## src/rtl/result_drain_buffer_pkg.sv

```systemverilog
// Shared defaults and helpers for the result drain path; defaults follow the
// ARRAYWIDTH / DATASIZE / RESULT_FIFO_DEPTH config macros when they are defined.
`ifndef ARRAYWIDTH
`define ARRAYWIDTH 4
`endif

`ifndef DATASIZE
`define DATASIZE 8
`endif

`ifndef RESULT_FIFO_DEPTH
`define RESULT_FIFO_DEPTH 8
`endif

package result_drain_buffer_pkg;

   localparam int RDB_ARRAYWIDTH = `ARRAYWIDTH;
   localparam int RDB_DATASIZE   = `DATASIZE;
   localparam int RDB_DEPTH      = `RESULT_FIFO_DEPTH;

   // Column 0 leaves the array first, so it waits longest to line up with the last column.
   function automatic int col_delay(input int array_width, input int col);
      return array_width - 1 - col;
   endfunction

endpackage

```

## src/rtl/result_deskew_register.sv

```systemverilog
// Fixed-length shift register, DELAY cycles, no backpressure (shifts every cycle).
// clr zeroes every stage synchronously; DELAY=0 is a plain wire.
module result_deskew_register #(
   parameter int DELAY = 1,
   parameter int WIDTH = 8
) (
   input  logic             clk,
   input  logic             rst,
   input  logic             clr,
   input  logic [WIDTH-1:0] din,
   output logic [WIDTH-1:0] dout
);

   generate
      if (DELAY == 0) begin : g_wire
         logic unused_ctrl;
         assign unused_ctrl = &{1'b0, clk, rst, clr};
         assign dout = din;
      end else begin : g_pipe
         logic [WIDTH-1:0] stage_q [DELAY];
         logic [WIDTH-1:0] stage_d [DELAY];

         always_comb begin
            for (int k = 0; k < DELAY; k++) begin
               stage_d[k] = '0;
            end
            if (!clr) begin
               stage_d[0] = din;
               for (int k = 1; k < DELAY; k++) begin
                  stage_d[k] = stage_q[k-1];
               end
            end
         end

         always_ff @(posedge clk or negedge rst) begin
            if (!rst) begin
               for (int k = 0; k < DELAY; k++) begin
                  stage_q[k] <= '0;
               end
            end else begin
               for (int k = 0; k < DELAY; k++) begin
                  stage_q[k] <= stage_d[k];
               end
            end
         end

         assign dout = stage_q[DELAY-1];
      end
   endgenerate

endmodule

```

## src/rtl/result_drain_buffer.sv

```systemverilog
// Deskews the array's bottom-edge result stream into rows and queues them; in_valid at t gives out_valid at t+ARRAYWIDTH.
// No input backpressure: a row aligning while full with no same-cycle pop is dropped and sets sticky overflow.
module result_drain_buffer
   import result_drain_buffer_pkg::*;
#(
   parameter int ARRAYWIDTH = RDB_ARRAYWIDTH,
   parameter int DATASIZE   = RDB_DATASIZE,
   parameter int DEPTH      = RDB_DEPTH
) (
   input  logic                           clk,
   input  logic                           rst,
   input  logic                           flush,
   input  logic                           in_valid,
   input  logic [ARRAYWIDTH*DATASIZE-1:0] in_result,
   output logic                           out_valid,
   input  logic                           out_ready,
   output logic [ARRAYWIDTH*DATASIZE-1:0] out_row,
   output logic [$clog2(DEPTH):0]         count,
   output logic                           full,
   output logic                           overflow
);

   localparam int PW = $clog2(DEPTH);
   localparam int CW = PW + 1;
   localparam int RW = ARRAYWIDTH * DATASIZE;

   logic [RW-1:0] row_dat;
   logic          row_valid;

   genvar gi;
   generate
      for (gi = 0; gi < ARRAYWIDTH; gi++) begin : g_col
         result_deskew_register #(
            .DELAY (col_delay(ARRAYWIDTH, gi)),
            .WIDTH (DATASIZE)
         ) u_col (
            .clk  (clk),
            .rst  (rst),
            .clr  (flush),
            .din  (in_result[gi*DATASIZE +: DATASIZE]),
            .dout (row_dat[gi*DATASIZE +: DATASIZE])
         );
      end
   endgenerate

   result_deskew_register #(
      .DELAY (ARRAYWIDTH - 1),
      .WIDTH (1)
   ) u_vld (
      .clk  (clk),
      .rst  (rst),
      .clr  (flush),
      .din  (in_valid),
      .dout (row_valid)
   );

   logic [PW-1:0] wr_ptr_q, wr_ptr_d;
   logic [PW-1:0] rd_ptr_q, rd_ptr_d;
   logic [CW-1:0] count_q, count_d;
   logic          overflow_q, overflow_d;
   logic [RW-1:0] mem_q [DEPTH];
   logic          pop, push, accept;

   // A pop in the same cycle frees a slot, so a full FIFO can still take the aligning row.
   always_comb begin
      pop        = (count_q != '0) && out_ready && !flush;
      accept     = (count_q != CW'(DEPTH)) || ((count_q != '0) && out_ready);
      push       = row_valid && accept && !flush;
      wr_ptr_d   = wr_ptr_q;
      rd_ptr_d   = rd_ptr_q;
      count_d    = count_q;
      overflow_d = overflow_q;
      if (flush) begin
         wr_ptr_d   = '0;
         rd_ptr_d   = '0;
         count_d    = '0;
         overflow_d = 1'b0;
      end else begin
         if (push) begin
            wr_ptr_d = wr_ptr_q + PW'(1);
         end
         if (pop) begin
            rd_ptr_d = rd_ptr_q + PW'(1);
         end
         count_d = count_q + CW'(push) - CW'(pop);
         if (row_valid && !accept) begin
            overflow_d = 1'b1;
         end
      end
   end

   always_ff @(posedge clk or negedge rst) begin
      if (!rst) begin
         wr_ptr_q   <= '0;
         rd_ptr_q   <= '0;
         count_q    <= '0;
         overflow_q <= 1'b0;
      end else begin
         wr_ptr_q   <= wr_ptr_d;
         rd_ptr_q   <= rd_ptr_d;
         count_q    <= count_d;
         overflow_q <= overflow_d;
      end
   end

   always_ff @(posedge clk) begin
      if (push) begin
         mem_q[wr_ptr_q] <= row_dat;
      end
   end

   assign out_valid = (count_q != '0);
   assign out_row   = out_valid ? mem_q[rd_ptr_q] : '0;
   assign count     = count_q;
   assign full      = (count_q == CW'(DEPTH));
   assign overflow  = overflow_q;

endmodule

```

## config.mk

```make
export PLATFORM = sky130hd
export DESIGN_NAME = result_drain_buffer
export DESIGN_NICKNAME = d
export VERILOG_FILES = /design/src/rtl/result_drain_buffer_pkg.sv /design/src/rtl/result_deskew_register.sv /design/src/rtl/result_drain_buffer.sv
export SDC_FILE = /design/constraint.sdc
export NUM_CORES = 1
export LEC_CHECK = 0
export ABC_AREA = 1
export CORE_MARGIN = 8
export CORE_UTILIZATION = 40
export DETAILED_ROUTE_END_ITERATION = 8
export HOLD_SLACK_MARGIN = 0.06
export PLACE_DENSITY = 0.68
export SETUP_SLACK_MARGIN = 0.1
export SLEW_MARGIN = 5
export SYNTH_ARGS = -nofsm -noshare
export SYNTH_HDL_FRONTEND = slang
export SYNTH_SLANG_ARGS = --single-unit
```

## constraint.sdc

```tcl
create_clock -name clk -period 2.7 [get_ports clk]
set_input_delay 0.27 -clock clk [delete_from_list [all_inputs] [get_ports clk]]
set_output_delay 0.27 -clock clk [all_outputs]
set_load 0.005 [all_outputs]
```

==> summary.txt, run 1 <==
Yosys
  • Simple-gate share of the synthesized area: ~17%
  • Largest family of logic cells by synthesized area: simple AND/OR/NAND/NOR gates
  • Yosys Warn Count: 0
  • Mapped Nets: roughly 1200
  • Register area share after synthesis: slightly above 70%
  • Yosys reg bits: about 320
  • Avg Cell Area, Syn: around 11 um2
  • Synth Area in Compound Gates: slightly below 4%
  • Post-Synthesis Cells: 1198
  • Post-Synth XOR/XNOR Area: 0.201%
  • Top_reg_cell synth: edfxtp_1
  • Yosys cell types: 27
  • Mapped Area: around 13000 um2
  • Post-synthesis mux area share: 0%
  • Post-Synth Adder-Cell Area: less than 1%
  • Post-synth EDFFs: 256
  • Async SR Flop Fraction: ~19%

Worst setup path
  • CP max stage cell: clkdlybuf4s50_1
  • Critical path required time: about 2400 ps
  • CP max FO: 13
  • Crit path cell chain: buf_4 > bufbuf_16 > nand2_1 > nand2_1 > nand3_1 > nand2_1 > nor2_4 > clkdlybuf4s50_1
  • CP Capture Type: output port
  • Startpoint Class: flop
  • CP top delay family: buffers and inverters
  • Crit path top cell by count: nand2_1
  • Buf+Inv Stages, Crit Path: 3
  • Critical Path Max Stage Delay: around 510 ps
  • Crit path DAT: 2440 ps
  • Critical path class: flop to output port

Global route
  • Vias in the first global route: a little over 8000
  • Total GRT Usage: around 15%
  • Pin count of the biggest net entering global routing: 63
  • First-pass GRT wire length: between 40000 and 50000 um
  • Global route overflow: 0
  • Initial antenna violation count: 1

Drt
  • WL/cell: 16.7 um
  • Residual DRC count: 0
  • Total wire length: just under 30000 um
  • Via density: 4.78
  • Antenna viol nets, final: 0
  • Vias: about 8400
  • Drt pass-1 iters: 5
  • 1st-iter DRT viols: 757

Finish
  • Multi-input logic area: between 2000 and 3000 um2
  • Reg area: between 9000 and 10000 um2
  • Final core utilization: 48.8%
  • Layout cells sized above 1: a little under a tenth
  • P&R area growth vs syn: 21.1%
  • Number of antenna diodes: 0
  • Fin nets: ~1300
  • Non-filler cells, final: 1758
  • Fill count: 2855

STA
  • F_max: 0.369 GHz
  • Slew HR: about two fifths
  • Clock Skew: 7.36 ps
  • Final Setup Violations: 1
  • Measured slew at the worst slew-check pin: ~900 ps
  • Period minus WS final: 2710 ps
  • Max-slew violation count: 0
  • Worst setup margin: -9.71 ps
  • Hold Vio Cnt, Final: 0
  • Period utilization: 100%
  • RSZ-0062 raised after global routing: yes

Clocking
  • H-tree lvl count: 1
  • Max clock buf depth: 3
  • Clock-pin slew on the worst setup and hold paths: ~60 ps
  • Clock sinks: 318
  • CTS root buf: clkbuf_16
  • CTS Buf Count: 30
  • Clock Latency Late Sink: roughly 550 ps
  • CTS tree: yes

Placed design
  • Detailed Place HPWL: around 15000 um
  • Inst Count DP: 1686
  • Routability cong.: ~0.73
  • # port buffers: 75

Floorplanning
  • # rows: 66
  • DIE WIDTH: 197 um
  • Initial core utilization: 40.3%
  • Core footprint: ~32000 um2
  • # IOs: 76
  • Chip Height: 197 um
  • Area of the die: roughly 39000 um2

Run
  • # Max-Cap Violations: 0

Hold path
  • Worst Hold Class: input port to flop

Pwr
  • Peak VDD IR: roughly 540 uV
  • Pleak: about 6.5 nW
  • PD cells: roughly 850 nW/um2

Outcome
  • Status: complete, but fails checks
  • Failing checks: negative setup slack
==> worst min-delay path, delay by kind of cell <==
family	cells	cell delay [ps]
AOI/OAI and AO/OA	1	80
buffers and inverters	1	100
and+or+nand+nor	2	180
==> repair_timing <==
action / in CTS / in global routing
gates cloned: 9 / 0
gates resized for setup: 65 / 10
buffers inserted: 6 / 0
pin swaps: 3 / 2
hold endpoints to repair: 62 / 0
endpoints found under the setup margin: 33 / 10
hold buffers: 1 / 0
==> Yosys cell counts (2+ instances only) <==
cell / number / area share (%)
nand2_2: 2 / 0.096
nand3_1: 77 / 3.0
nor2_1: 290 / 8.3
o21ai_1: 7 / 0.27
a21oi_1: 3 / 0.12
buf_4: 2 / 0.12
buf_2: 24 / 0.92
xor2_1: 2 / 0.13
dfrtp_1: 62 / 12
clkbuf_2: 3 / 0.12
nand4_1: 3 / 0.14
buf_1: 5 / 0.14
o21ai_0: 92 / 3.5
edfxtp_1: 256 / 59
buf_8: 3 / 0.35
nand2_1: 171 / 4.9
ha_1: 8 / 0.77
buf_6: 8 / 0.69
inv_1: 160 / 4.6
clkbuf_1: 13 / 0.37
==> logic make-up after synthesis <==
logic type                 after synthesis
DFF                                    318
adders and majority gates                9
and+or+nand+nor                        545
AOI/OAI and AO/OA                      102
xor gates and xnor gates                 3
buffers and inverters                  221
==> state kept, by name, summed over array words and instances, names as in the netlist <==
register and count:
g_col.u_col.g_pipe.stage_q 24, g_col.u_col.dout 24, count 4, overflow 1
mem_q 256, rd_ptr_q 3, u_vld.dout 1, u_vld.g_pipe.stage_q 2
wr_ptr_q 3
==> placed cells by master, fill, tap and decap left out, types with 11 or more instances in the layout <==
master,n
dlygate4sd2_1,28
buf_4,22
inv_1,160
o21ai_0,87
nand2_1,171
clkbuf_1,11
nor2_2,12
dfrtp_1,60
edfxtp_1,256
nor2_1,268
clkdlybuf4s50_1,42
clkbuf_16,31
o21ai_1,12
nand3_1,77
==> report_power, final <==
part           total (mW)  switching [mW]  leakage, nW  internal, mW
clock                4.33            1.70        0.502          2.62
sequential           5.43          0.0672         3.16          5.36
combinational        3.61            2.05         2.84          1.56
total                13.4            3.82         6.50          9.55
==> stage by stage <==
step           setup slack [ps]  TNS (ps)  total power [mW]  hold WS [ps]  cell area, um2
2_1_floorplan              -177    -45420              7.36         -25.6           13000
3_3_place_gp                326         0              8.64           437           14400
3_5_place_dp                322         0              8.67           445           14400
4_1_cts                   -48.4     -71.4              13.5          86.6           15800
5_1_grt                    -121      -121              14.0           106           15800
6_report                  -9.71     -9.71              13.4           134           15800
==> routing by layer <==
| metal | routed length [um] | track usage [%] |
|---|---|---|
| met4 | 586 | 3.93 |
| met2 | 14500 | 26.2 |
| met5 | 0 | 0 |
| met1 | 12800 | 19.9 |
| met3 | 1490 | 2.10 |
==> final timing paths <==
kind | from | endpoint | slack (ps) | cells past startpoint
max in group asynchronous | rst | rd_ptr_q[0] | 1630 | 2
worst min-delay path | flush | rd_ptr_q[1] | 130 | 4
min in group asynchronous | rst | g_col[0].u_col.g_pipe.stage_q[11] | 390 | 2
worst min register to register | u_vld.g_pipe.stage_q[1] | u_vld.dout | 450 | 2
worst max-delay path | rd_ptr_q[0] | out_row[17] | -10 | 8
worst max register to register | count[2] | count[1] | 380 | 11
==> area by class of cell <==
type / instances / share of cell area, %
tap: 442 / 3.50
clock buffer: 47 / 5.60
sequential: 318 / 58.5
timing repair buffer: 120 / 8.99
multi-input combinational: 659 / 18.5
clock inverter: 9 / 0.902
timing repair inverter: 1 / 0.0554
inverter: 162 / 3.93
(Power assumes the default switching activity.)
==> run 2, diff against run 1 <==
--- a/config.mk
+++ b/config.mk
@@ -10,7 +10,7 @@
 export CORE_UTILIZATION = 40
 export DETAILED_ROUTE_END_ITERATION = 8
 export HOLD_SLACK_MARGIN = 0.06
-export PLACE_DENSITY = 0.68
+export PLACE_DENSITY_LB_ADDON = 0.15
 export SETUP_SLACK_MARGIN = 0.1
 export SLEW_MARGIN = 5
 export SYNTH_ARGS = -nofsm -noshare
==> constraint.sdc (replaced) <==
create_clock -name clk -period 2.7 [get_ports clk]
set_input_delay 0.81 -clock clk [delete_from_list [all_inputs] [get_ports clk]]
set_output_delay 0.81 -clock clk [all_outputs]
set_load 0.005 [all_outputs]
==> summary.txt, run 2 (synthesis gave the netlist of run 1 again) <==
Global route
  • First-pass GRT wire length: 50800 um (was 45900 um)
  • Initial antenna violation count: 0 (was 1)
  • Global route overflow: 0 (unchanged)
  • Vias in the first global route: 8978 (was 8081)
  • Total GRT Usage: 16.9% (was 15.1%)
  • Pin count of the biggest net entering global routing: 56 (was 63)

Clocking
  • CTS root buf: clkbuf_16 (unchanged)
  • Clock sinks: 318 (unchanged)
  • H-tree lvl count: 2 (was 1)
  • Max clock buf depth: 3 (unchanged)
  • CTS tree: yes (unchanged)
  • CTS Hold Bufs: 0 (was 1)
  • CTS Buf Count: 36 (was 30)
  • Clock Latency Late Sink: 510 ps (was 550 ps)
  • Clock-pin slew on the worst setup and hold paths: 60 ps (about the same)

STA
  • Period utilization: 106% (was 100%)
  • Slew HR: 57.2% (was 40.2%)
  • RSZ-0062 raised after global routing: yes (unchanged)
  • Measured slew at the worst slew-check pin: 642 ps (was 897 ps)
  • Period minus WS final: 2860 ps (was 2710 ps)
  • Final Setup Violations: 32 (was 1)
  • Clock Skew: 16.5 ps (was 7.36 ps)
  • Worst setup margin: -158 ps (was -9.71 ps)
  • Max-slew violation count: 0 (unchanged)
  • F_max: 0.350 GHz (was 0.369 GHz)
  • Hold Vio Cnt, Final: 0 (unchanged)

Worst setup path
  • R2r setup slk: 270 ps (was 380 ps)
  • CP Capture Type: output port (unchanged)
  • CP max FO: 6 (was 13)
  • Critical path class: flop to output port (unchanged)
  • Worst r2r src: count[2] (unchanged)
  • Setup crit end: out_row[6] (was out_row[17])
  • RR Endpoint: count[2] (was count[1])
  • Startpoint Class: flop (unchanged)
  • Cells on worst reg2reg path: 14 (was 11)
  • Critical path required time: 1890 ps (was 2430 ps)
  • Crit path DAT: 2050 ps (was 2440 ps)
  • Critical path launch point: rd_ptr_q[0] (unchanged)

Finish
  • Fin area: 17900 um2 (was 15800 um2)
  • Number of antenna diodes: 0 (unchanged)
  • Most common cell after layout, fill and taps aside: edfxtp_1 (was nor2_1)
  • Layout cells sized above 1: 29.5% (was 9.19%)
  • Commonest cells after routing, fill and taps aside: edfxtp_1 (256), nor2_1 (201), inv_1 (159) (was nor2_1 (268), edfxtp_1 (256), nand2_1 (171))
  • Non-filler cells, final: 1842 (was 1758)
  • Fin nets: 1418 (was 1338)
  • Most flops, register: mem_q (unchanged)
  • P&R area growth vs syn: 37.5% (was 21.1%)
  • Max reg flops: 256 (unchanged)

Placed design
  • Dpl ws: -91.1 ps (was 322 ps)
  • Inst Count DP: 1716 (was 1686)
  • Placed Area: 14900 um2 (was 14400 um2)
  • # port buffers: 75 (unchanged)
  • Routability cong.: 0.734 (was 0.732)
  • Detailed Place HPWL: 16700 um (was 15300 um)

Floorplanning
  • DIE WIDTH: 197 um (unchanged)
  • Chip Height: 197 um (unchanged)
  • # rows: 66 (unchanged)
  • Area of the die: 38700 um2 (unchanged)
  • Initial core utilization: 40.3% (unchanged)
  • Core footprint: 32400 um2 (unchanged)
  • # IOs: 76 (unchanged)

Drt
  • WL met2: 16900 um (was 14500 um)
  • Max Used Layer: met4 (unchanged)
  • Residual DRC count: 0 (unchanged)
  • M1 WL: 14100 um (was 12800 um)
  • Total wire length: 32800 um (was 29400 um)
  • Via density: 4.80 (was 4.78)
  • Vias: 8842 (was 8396)
  • Drt pass-1 iters: 5 (unchanged)
  • WL/cell: 17.8 um (was 16.7 um)
  • Metal3 WL: 1110 um (was 1490 um)
  • 1st-iter DRT viols: 388 (was 757)
  • Antenna viol nets, final: 0 (unchanged)

Hold path
  • Worst Hold Class: input port to asynchronous set/reset pin (was input port to flop)

Outcome
  • Status: complete, but fails checks (unchanged)
  • Failing checks: negative setup slack (unchanged)

Pwr
  • Tot Pwr: 15.8 mW (was 13.4 mW)
  • Peak VDD IR: 454 uV (was 544 uV)
  • PD cells: 879 nW/um2 (was 846 nW/um2)
  • Pleak: 7.24 nW (was 6.50 nW)

Run
  • # Max-Cap Violations: 0 (unchanged)
[run 2: cell types whose count changed in the layout (fill, tap and decap cells not counted), moves of 36 or more]
cell / previous run / this run
o21ai_0: 87 / 12
nor2_1: 268 / 201
o21ai_1: 12 / 54
nand2_1: 171 / 130
nor2_2: 12 / 49
nand2_2: 2 / 38
[run 2: layout make-up]
class / instances / area, um2
clock inverters: 15 / 179
flip-flops and latches: 318 / 9250
clock buffers: 51 / 1010
fillers: 2711 / 14400
inverters: 162 / 621
multi-input cells: 659 / 3690
well taps: 442 / 553
repair buffers: 195 / 2640
[run 2: worst max-delay path, cell delays in order (launching register included)]
cell and delay [ps]:
dfrtp_4 510, buf_12 150, inv_12 70, buf_12 110
buf_8 110, buf_4 110, nor2_1 30, o21ai_1 140
nor2_2 70, nor2_4 110, buf_2 130
[run 2: what timing repair did]
| action | CTS | global route |
|---|---|---|
| pin swaps | 141 | 97 |
| resized for setup | 386 | 123 |
| cloned | 23 | 4 |
| buffers inserted | 28 | 6 |
| endpoints found under the setup margin | 34 | 34 |
| hold endpoints to repair | 0 | 0 |
[run 2: layer usage]
layer  vias up  track usage [%]
met3        55             2.69
met1      4359             21.2
met2       179             30.0
met5         -                0
li1       4249                -
met4         0             4.57
[run 2: worst min-delay path by stage]
stage | start | to
final | rst | g_col[2].u_col.dout[7]
after global routing | rst | g_col[2].u_col.dout[7]
after CTS | rst | g_col[2].u_col.dout[6]
after detailed placement | g_col[0].u_col.g_pipe.stage_q[13] | g_col[0].u_col.dout[5]
after global placement | g_col[1].u_col.g_pipe.stage_q[9] | g_col[1].u_col.dout[1]
after floorplan | g_col[0].u_col.g_pipe.stage_q[8] | g_col[0].u_col.dout[0]
[run 2: stage by stage]
stage               TNS, ps  hold WS [ps]  utilization (%)
floorplan            -66220           434                -
global placement       -137           440             46.0
detailed placement     -158           447             46.0
CTS                   -3500           313             53.9
global route          -5690           336             55.4
finish                -2930           312             55.4
[run 2: power by group]
| part | switching [mW] | leakage (nW) | internal (mW) |
|---|---|---|---|
| sequential | 0.0682 | 3.16 | 5.37 |
| combinational | 2.75 | 3.50 | 2.73 |
| clock | 1.87 | 0.576 | 2.99 |
| total | 4.68 | 7.24 | 11.1 |
